===== config.mk =====
export PLATFORM = sky130hd
export DESIGN_NAME = alu_seq
export DESIGN_NICKNAME = d
export VERILOG_FILES = /design/src/rtl/alu_seq.sv
export SDC_FILE = /design/constraint.sdc
export NUM_CORES = 1
export LEC_CHECK = 0
export CAP_MARGIN = 20
export CORE_ASPECT_RATIO = 1.25
export CORE_UTILIZATION = 46
export DETAILED_ROUTE_END_ITERATION = 12
export PLACE_DENSITY = 0.68
export SYNTH_ARGS = -nofsm -noshare
export SYNTH_HDL_FRONTEND = slang
export SYNTH_SLANG_ARGS = --single-unit

===== constraint.sdc =====
create_clock -name clk -period 2.77 [get_ports clk]
set_input_delay 0.277 -clock clk [delete_from_list [all_inputs] [get_ports clk]]
set_output_delay 0.277 -clock clk [all_outputs]
set_load 0.005 [all_outputs]

===== src/rtl/alu_seq.sv =====
// rtl/alu_seq.sv - handshaked sequential ALU: add, iterative mul, cmp, rsh, lsh
//
// Purpose: registered, multi-cycle successor to the combinational datapath ALU.
//   Requests are accepted on in_valid && in_ready. Multiply runs WIDTH shift-add
//   iterations. Each result is held in DONE until out_ready is seen.
// Ports:
//   clk, rst_n         clock (rising edge), asynchronous active-low reset
//   in_valid/in_ready  request handshake; opcode/op1/op2 are captured on accept
//   out_valid/out_ready result handshake
//   dout               registered result (WIDTH bits)
//   eflags             {ZERO, NEG, OVERFLOW, CARRY}; sticky, written only on entry to DONE
//   illegal            the current result belongs to an illegal opcode
module alu_seq #(
  parameter int WIDTH = 8,
  parameter int OPW   = 8
) (
  input  logic             clk,
  input  logic             rst_n,
  input  logic             in_valid,
  output logic             in_ready,
  input  logic [OPW-1:0]   opcode,
  input  logic [WIDTH-1:0] op1,
  input  logic [WIDTH-1:0] op2,
  output logic             out_valid,
  input  logic             out_ready,
  output logic [WIDTH-1:0] dout,
  output logic [3:0]       eflags,
  output logic             illegal
);

  localparam logic [OPW-1:0] OP_ADD = OPW'(1);
  localparam logic [OPW-1:0] OP_MUL = OPW'(2);
  localparam logic [OPW-1:0] OP_CMP = OPW'(3);
  localparam logic [OPW-1:0] OP_RSH = OPW'(4);
  localparam logic [OPW-1:0] OP_LSH = OPW'(5);
  localparam int ITW = (WIDTH > 2) ? $clog2(WIDTH) : 1;

  typedef enum logic [1:0] {IDLE, MUL, DONE} state_t;

  state_t state, state_nxt;

  logic             accept;
  logic             is_mul;
  logic             last_iter;
  logic [WIDTH-1:0] mcand;
  logic [2*WIDTH-1:0] acc;
  logic [2*WIDTH-1:0] acc_step;
  logic [WIDTH:0]   hi_sum;
  logic [ITW-1:0]   iter;

  logic [WIDTH-1:0] alu_res;
  logic [3:0]       alu_flags;
  logic             alu_ill;
  logic [3:0]       mul_flags;

  logic [WIDTH:0]   add_full;
  logic [WIDTH:0]   sub_full;
  logic [WIDTH:0]   rsh_full;
  logic [WIDTH:0]   lsh_full;

  assign accept    = in_valid && in_ready;
  assign is_mul    = (opcode == OP_MUL);
  assign last_iter = (iter == ITW'(WIDTH - 1));

  // ---------------- FSM: state register ----------------
  always_ff @(posedge clk or negedge rst_n) begin
    if (!rst_n) state <= IDLE;
    else        state <= state_nxt;
  end

  // ---------------- FSM: next state ----------------
  always_comb begin
    state_nxt = state;
    case (state)
      IDLE: if (accept) state_nxt = is_mul ? MUL : DONE;
      MUL:  if (last_iter) state_nxt = DONE;
      DONE: if (out_ready) state_nxt = IDLE;
      default: state_nxt = IDLE;
    endcase
  end

  // ---------------- FSM: outputs ----------------
  always_comb begin
    in_ready  = 1'b0;
    out_valid = 1'b0;
    case (state)
      IDLE:    in_ready  = 1'b1;
      DONE:    out_valid = 1'b1;
      default: ;
    endcase
  end

  // Multiplier held in acc's low half and consumed LSB first; each step adds the
  // multiplicand into the high half and shifts the whole accumulator right, so the
  // add's carry drops into the top bit.
  assign hi_sum   = {1'b0, acc[2*WIDTH-1:WIDTH]} + (acc[0] ? {1'b0, mcand} : '0);
  assign acc_step = {hi_sum, acc[WIDTH-1:1]};

  assign mul_flags[0] = |acc_step[2*WIDTH-1:WIDTH];
  assign mul_flags[1] = |acc_step[2*WIDTH-1:WIDTH];
  assign mul_flags[2] = acc_step[WIDTH-1];
  assign mul_flags[3] = (acc_step[WIDTH-1:0] == '0);

  // Single-cycle ops, evaluated on the live request inputs at the accept edge.
  // The shifts carry one extra bit so the last bit shifted out lands in it;
  // oversized shift amounts naturally flush everything to zero.
  assign add_full = {1'b0, op1} + {1'b0, op2};
  assign sub_full = {1'b0, op1} - {1'b0, op2};
  assign rsh_full = {op1, 1'b0} >> op2;
  assign lsh_full = {1'b0, op1} << op2;

  always_comb begin
    alu_res   = '0;
    alu_flags = eflags;
    alu_ill   = 1'b0;
    case (opcode)
      OP_ADD: begin
        alu_res      = add_full[WIDTH-1:0];
        alu_flags[0] = add_full[WIDTH];
        alu_flags[1] = (op1[WIDTH-1] == op2[WIDTH-1]) && (add_full[WIDTH-1] != op1[WIDTH-1]);
        alu_flags[2] = add_full[WIDTH-1];
        alu_flags[3] = (add_full[WIDTH-1:0] == '0);
      end
      OP_CMP: begin
        alu_res      = '0;
        alu_flags[0] = sub_full[WIDTH];
        alu_flags[1] = (op1[WIDTH-1] != op2[WIDTH-1]) && (sub_full[WIDTH-1] != op1[WIDTH-1]);
        alu_flags[2] = sub_full[WIDTH-1];
        alu_flags[3] = (op1 == op2);
      end
      OP_RSH: begin
        alu_res      = rsh_full[WIDTH:1];
        alu_flags[0] = rsh_full[0];
        alu_flags[1] = 1'b0;
        alu_flags[2] = rsh_full[WIDTH];
        alu_flags[3] = (rsh_full[WIDTH:1] == '0);
      end
      OP_LSH: begin
        alu_res      = lsh_full[WIDTH-1:0];
        alu_flags[0] = lsh_full[WIDTH];
        alu_flags[1] = 1'b0;
        alu_flags[2] = lsh_full[WIDTH-1];
        alu_flags[3] = (lsh_full[WIDTH-1:0] == '0);
      end
      OP_MUL: ;
      default: alu_ill = 1'b1;  // eflags kept, dout cleared
    endcase
  end

  // ---------------- multiply datapath ----------------
  always_ff @(posedge clk or negedge rst_n) begin
    if (!rst_n) begin
      mcand <= '0;
      acc   <= '0;
      iter  <= '0;
    end else if (accept) begin
      mcand <= op1;
      acc   <= {{WIDTH{1'b0}}, op2};
      iter  <= '0;
    end else if (state == MUL) begin
      acc   <= acc_step;
      iter  <= iter + ITW'(1);
    end
  end

  // ---------------- result registers (written only on entry to DONE) ----------------
  always_ff @(posedge clk or negedge rst_n) begin
    if (!rst_n) begin
      dout    <= '0;
      eflags  <= 4'b0000;
      illegal <= 1'b0;
    end else if (state == IDLE && accept && !is_mul) begin
      dout    <= alu_res;
      eflags  <= alu_flags;
      illegal <= alu_ill;
    end else if (state == MUL && last_iter) begin
      dout    <= acc_step[WIDTH-1:0];
      eflags  <= mul_flags;
      illegal <= 1'b0;
    end
  end

endmodule


==> impl_metrics.py <==
metrics = {
    "clocking": {
        "cts.sinks": 42,
        "clk_latency_ps": 300,
        "cts_buffers": 5,
        "cts_setup_buffers": 0,
        "clk_pin_slew_ps": 80,
        "cts-root-buf": "clkbuf_8",
        "ctsHoldBuffers": 0,
        "clk_path_buf_depth": 2,
        "cts-htree-levels": 2,
        "cts_tree": "done",
    },
    "placement": {
        "dpl.hpwl_um": 9560,
        "place_congestion": 0.948,
        "place_ws_ps": -23.2,
        "io_buffers": 42,
    },
    "global_route": {
        "grt_antenna_before_repair": 0,
        "grt_pass1_vias": 3614,
        "grt-ovfl-total": 0,
        "grt_pass1_wl_um": 18300,
        "grt_max_degree": 43,
        "grtUsageTotal_pct": 29.5,
    },
    "timing": {
        "post-route-period-util_pct": 95.4,
        "slew_headroom_pct": 37.0,
        "hold_slack_ps": 121,
        "setup_ws_ps": 127,
        "fin_skew_ps": 5.79,
        "drv_slew": 0,
        "worst_slew_pin_slew_ps": 944,
        "fin_crit_ps": 2640,
        "tns_ps": 0,
        "hold_viol": 0,
        "fmax_mhz": 378,
        "setup_viol": 0,
    },
    "final_layout": {
        "final_nets": 589,
        "antenna_cells": 0,
        "syn_to_final_growth_pct": 25.8,
        "mostFrequentLayoutCells": "nand2_1, buf_4, dfrtp_1",
        "drive_gt1_share_pct": 17.3,
        "layout_commonest_cell": "nand2_1",
    },
    "power_and_ir_drop": {
        "worst_ir_drop_vdd_v": 0.000288,
        "power.total_w": 0.00184,
        "cellLeakagePower_nw": 2.07,
        "pwr_density_cell_nw_per_um2": 394,
    },
    "synthesis": {
        "yosys_warnings": 0,
        "async_flop_share_pct": 100,
        "syn_avg_cell_area_um2": 8.24,
        "synth_nets": 506,
        "ys_seq_elements": 42,
        "syn_inst": 450,
        "ys_seq_area_share_pct": 28.3,
        "yosysUniqueCellTypes": 61,
        "synth_edf_count": 0,
        "netlist_area_um2": 3710,
        "ys_dominant_reg_cell": "dfrtp_1",
    },
    "die": {
        "num_rows": 36,
        "core_um2": 7790,
        "dieArea_um2": 8430,
        "pin_count": 43,
        "die-height_um": 102,
        "die_w_um": 82.3,
        "start_util_pct": 47.6,
    },
    "routing": {
        "first_pass_iters": 4,
        "drt_iter0_drc": 222,
        "vias_per_cell": 5.86,
        "post_drt_wl_per_cell_um": 18.8,
        "vias": 3678,
        "wl_um": 11800,
        "drtAntennaViolNets": 0,
        "drc_errors": 0,
    },
    "worst_setup_path": {
        "worstPathArrival_ps": 2820,
        "crit_path_max_fanout": 6,
        "cp.required_ps": 2950,
        "cp-end-kind": "register",
        "r2r_start": "acc[0]",
        "r2r_end": "eflags[1]",
        "start_kind": "register",
        "path_class": "reg -> reg",
        "crit_start": "acc[0]",
        "rrSetupSlack_ps": 130,
        "rr_worst_depth": 11,
    },
    "flow_run": {
        "cap_viol_max_count": 0,
    },
    "run_status": {
        "status": "finished, final reports clean",
    },
    "worst_hold_path": {
        "hp-class": "in -> async",
    },
}
cell families (layout without fill, tap and decap cells):
group	Yosys count	after routing	synth area share (%)
adders and majority gates	28	28	9.85
xor gates and xnor gates	12	12	2.83
AOI/OAI and AO/OA	127	127	22.6
and+or+nand+nor	177	177	24.1
buffers and inverters	40	123	4.42
muxes	24	24	7.86
DFF	42	42	28.3
metal layers:
metal | track usage (%) | wire length [um]
met1 | 34.0 | 4880
met2 | 53.8 | 6120
met3 | 2.14 | 259
met4 | 14.8 | 529
met5 | 0 | 0
metrics by stage:
stage          util (%)  instances  area, um^2
2_1_floorplan         -        450        3710
3_3_place_gp       58.7        621        4570
3_5_place_dp       58.7        621        4570
4_1_cts            59.7        628        4650
5_1_grt            59.9        628        4670
6_report           59.9        628        4670
sequential cells by signal, summed over array words and instances, names as in the netlist:
register	flops
acc	16
dout	8
mcand	8
eflags	4
iter	3
state	2
illegal	1
power by group:
group	switching, W	internal [W]	total, W
Sequential	0.0000676	0.000699	0.000767
Clock	0.000211	0.000169	0.000380
Combinational	0.000348	0.000345	0.000693
Total	0.000627	0.00121	0.00184
worst max path at each step:
stage,end,slack [ps],depth (start not counted)
after floorplan,eflags[1],350,11
after global placement,eflags[3],30,9
after detailed placement,eflags[3],-20,9
after CTS,eflags[1],70,11
after global routing,eflags[1],-20,11
final,eflags[1],130,11
what timing repair did:
| item | CTS | global route |
|---|---|---|
| resized for setup | 0 | 6 |
| endpoints found under the setup margin | 0 | 2 |
| hold endpoints to repair | 0 | 0 |
cell usage after synthesis, types with 3 or more instances:
master / instances / area [um^2]
a211oi_1: 7 / 52.6
a21boi_0: 3 / 22.5
a21o_1: 3 / 22.5
a21oi_1: 19 / 95.1
a221oi_1: 4 / 35.0
a22oi_1: 9 / 67.6
and2_1: 10 / 62.6
buf_2: 5 / 25.0
clkbuf_1: 14 / 52.6
dfrtp_1: 42 / 1050
ha_1: 26 / 325
inv_1: 19 / 71.3
mux2_2: 11 / 124
mux2i_1: 10 / 100
mux4_2: 3 / 67.6
nand2_1: 63 / 236
nand2b_1: 9 / 56.3
nand3_1: 16 / 80.1
nand3b_1: 3 / 22.5
nand4_1: 3 / 18.8
nor2_1: 24 / 90.1
nor2b_1: 9 / 56.3
nor3_1: 16 / 80.1
nor4_1: 7 / 43.8
o211ai_1: 4 / 30.0
o21a_1: 10 / 75.1
o21ai_0: 39 / 195
o21ai_1: 4 / 20.0
o22ai_1: 4 / 25.0
o31ai_1: 6 / 45.0
or3_1: 3 / 18.8
xnor2_1: 8 / 70.1
xor2_1: 4 / 35.0
worst max-delay path: stages, from the launching register on:
cell,delay (ps)
dfrtp_1,410
and2_4,170
ha_2,180
inv_1,60
fa_2,360
nor2b_2,150
o31ai_1,100
a21boi_1,160
nor3_1,220
and3_1,210
a31oi_2,130
or3_1,380
layout make-up:
class | instances | area, um^2
timing repair buffer | 96 | 833
fill | 735 | 3130
clock inverter | 2 | 10.0
tap | 95 | 119
clock buffer | 5 | 68.8
sequential | 42 | 1050
multi-input combinational | 368 | 2510
inverter | 20 | 75.1
(Power assumes the default switching activity.)
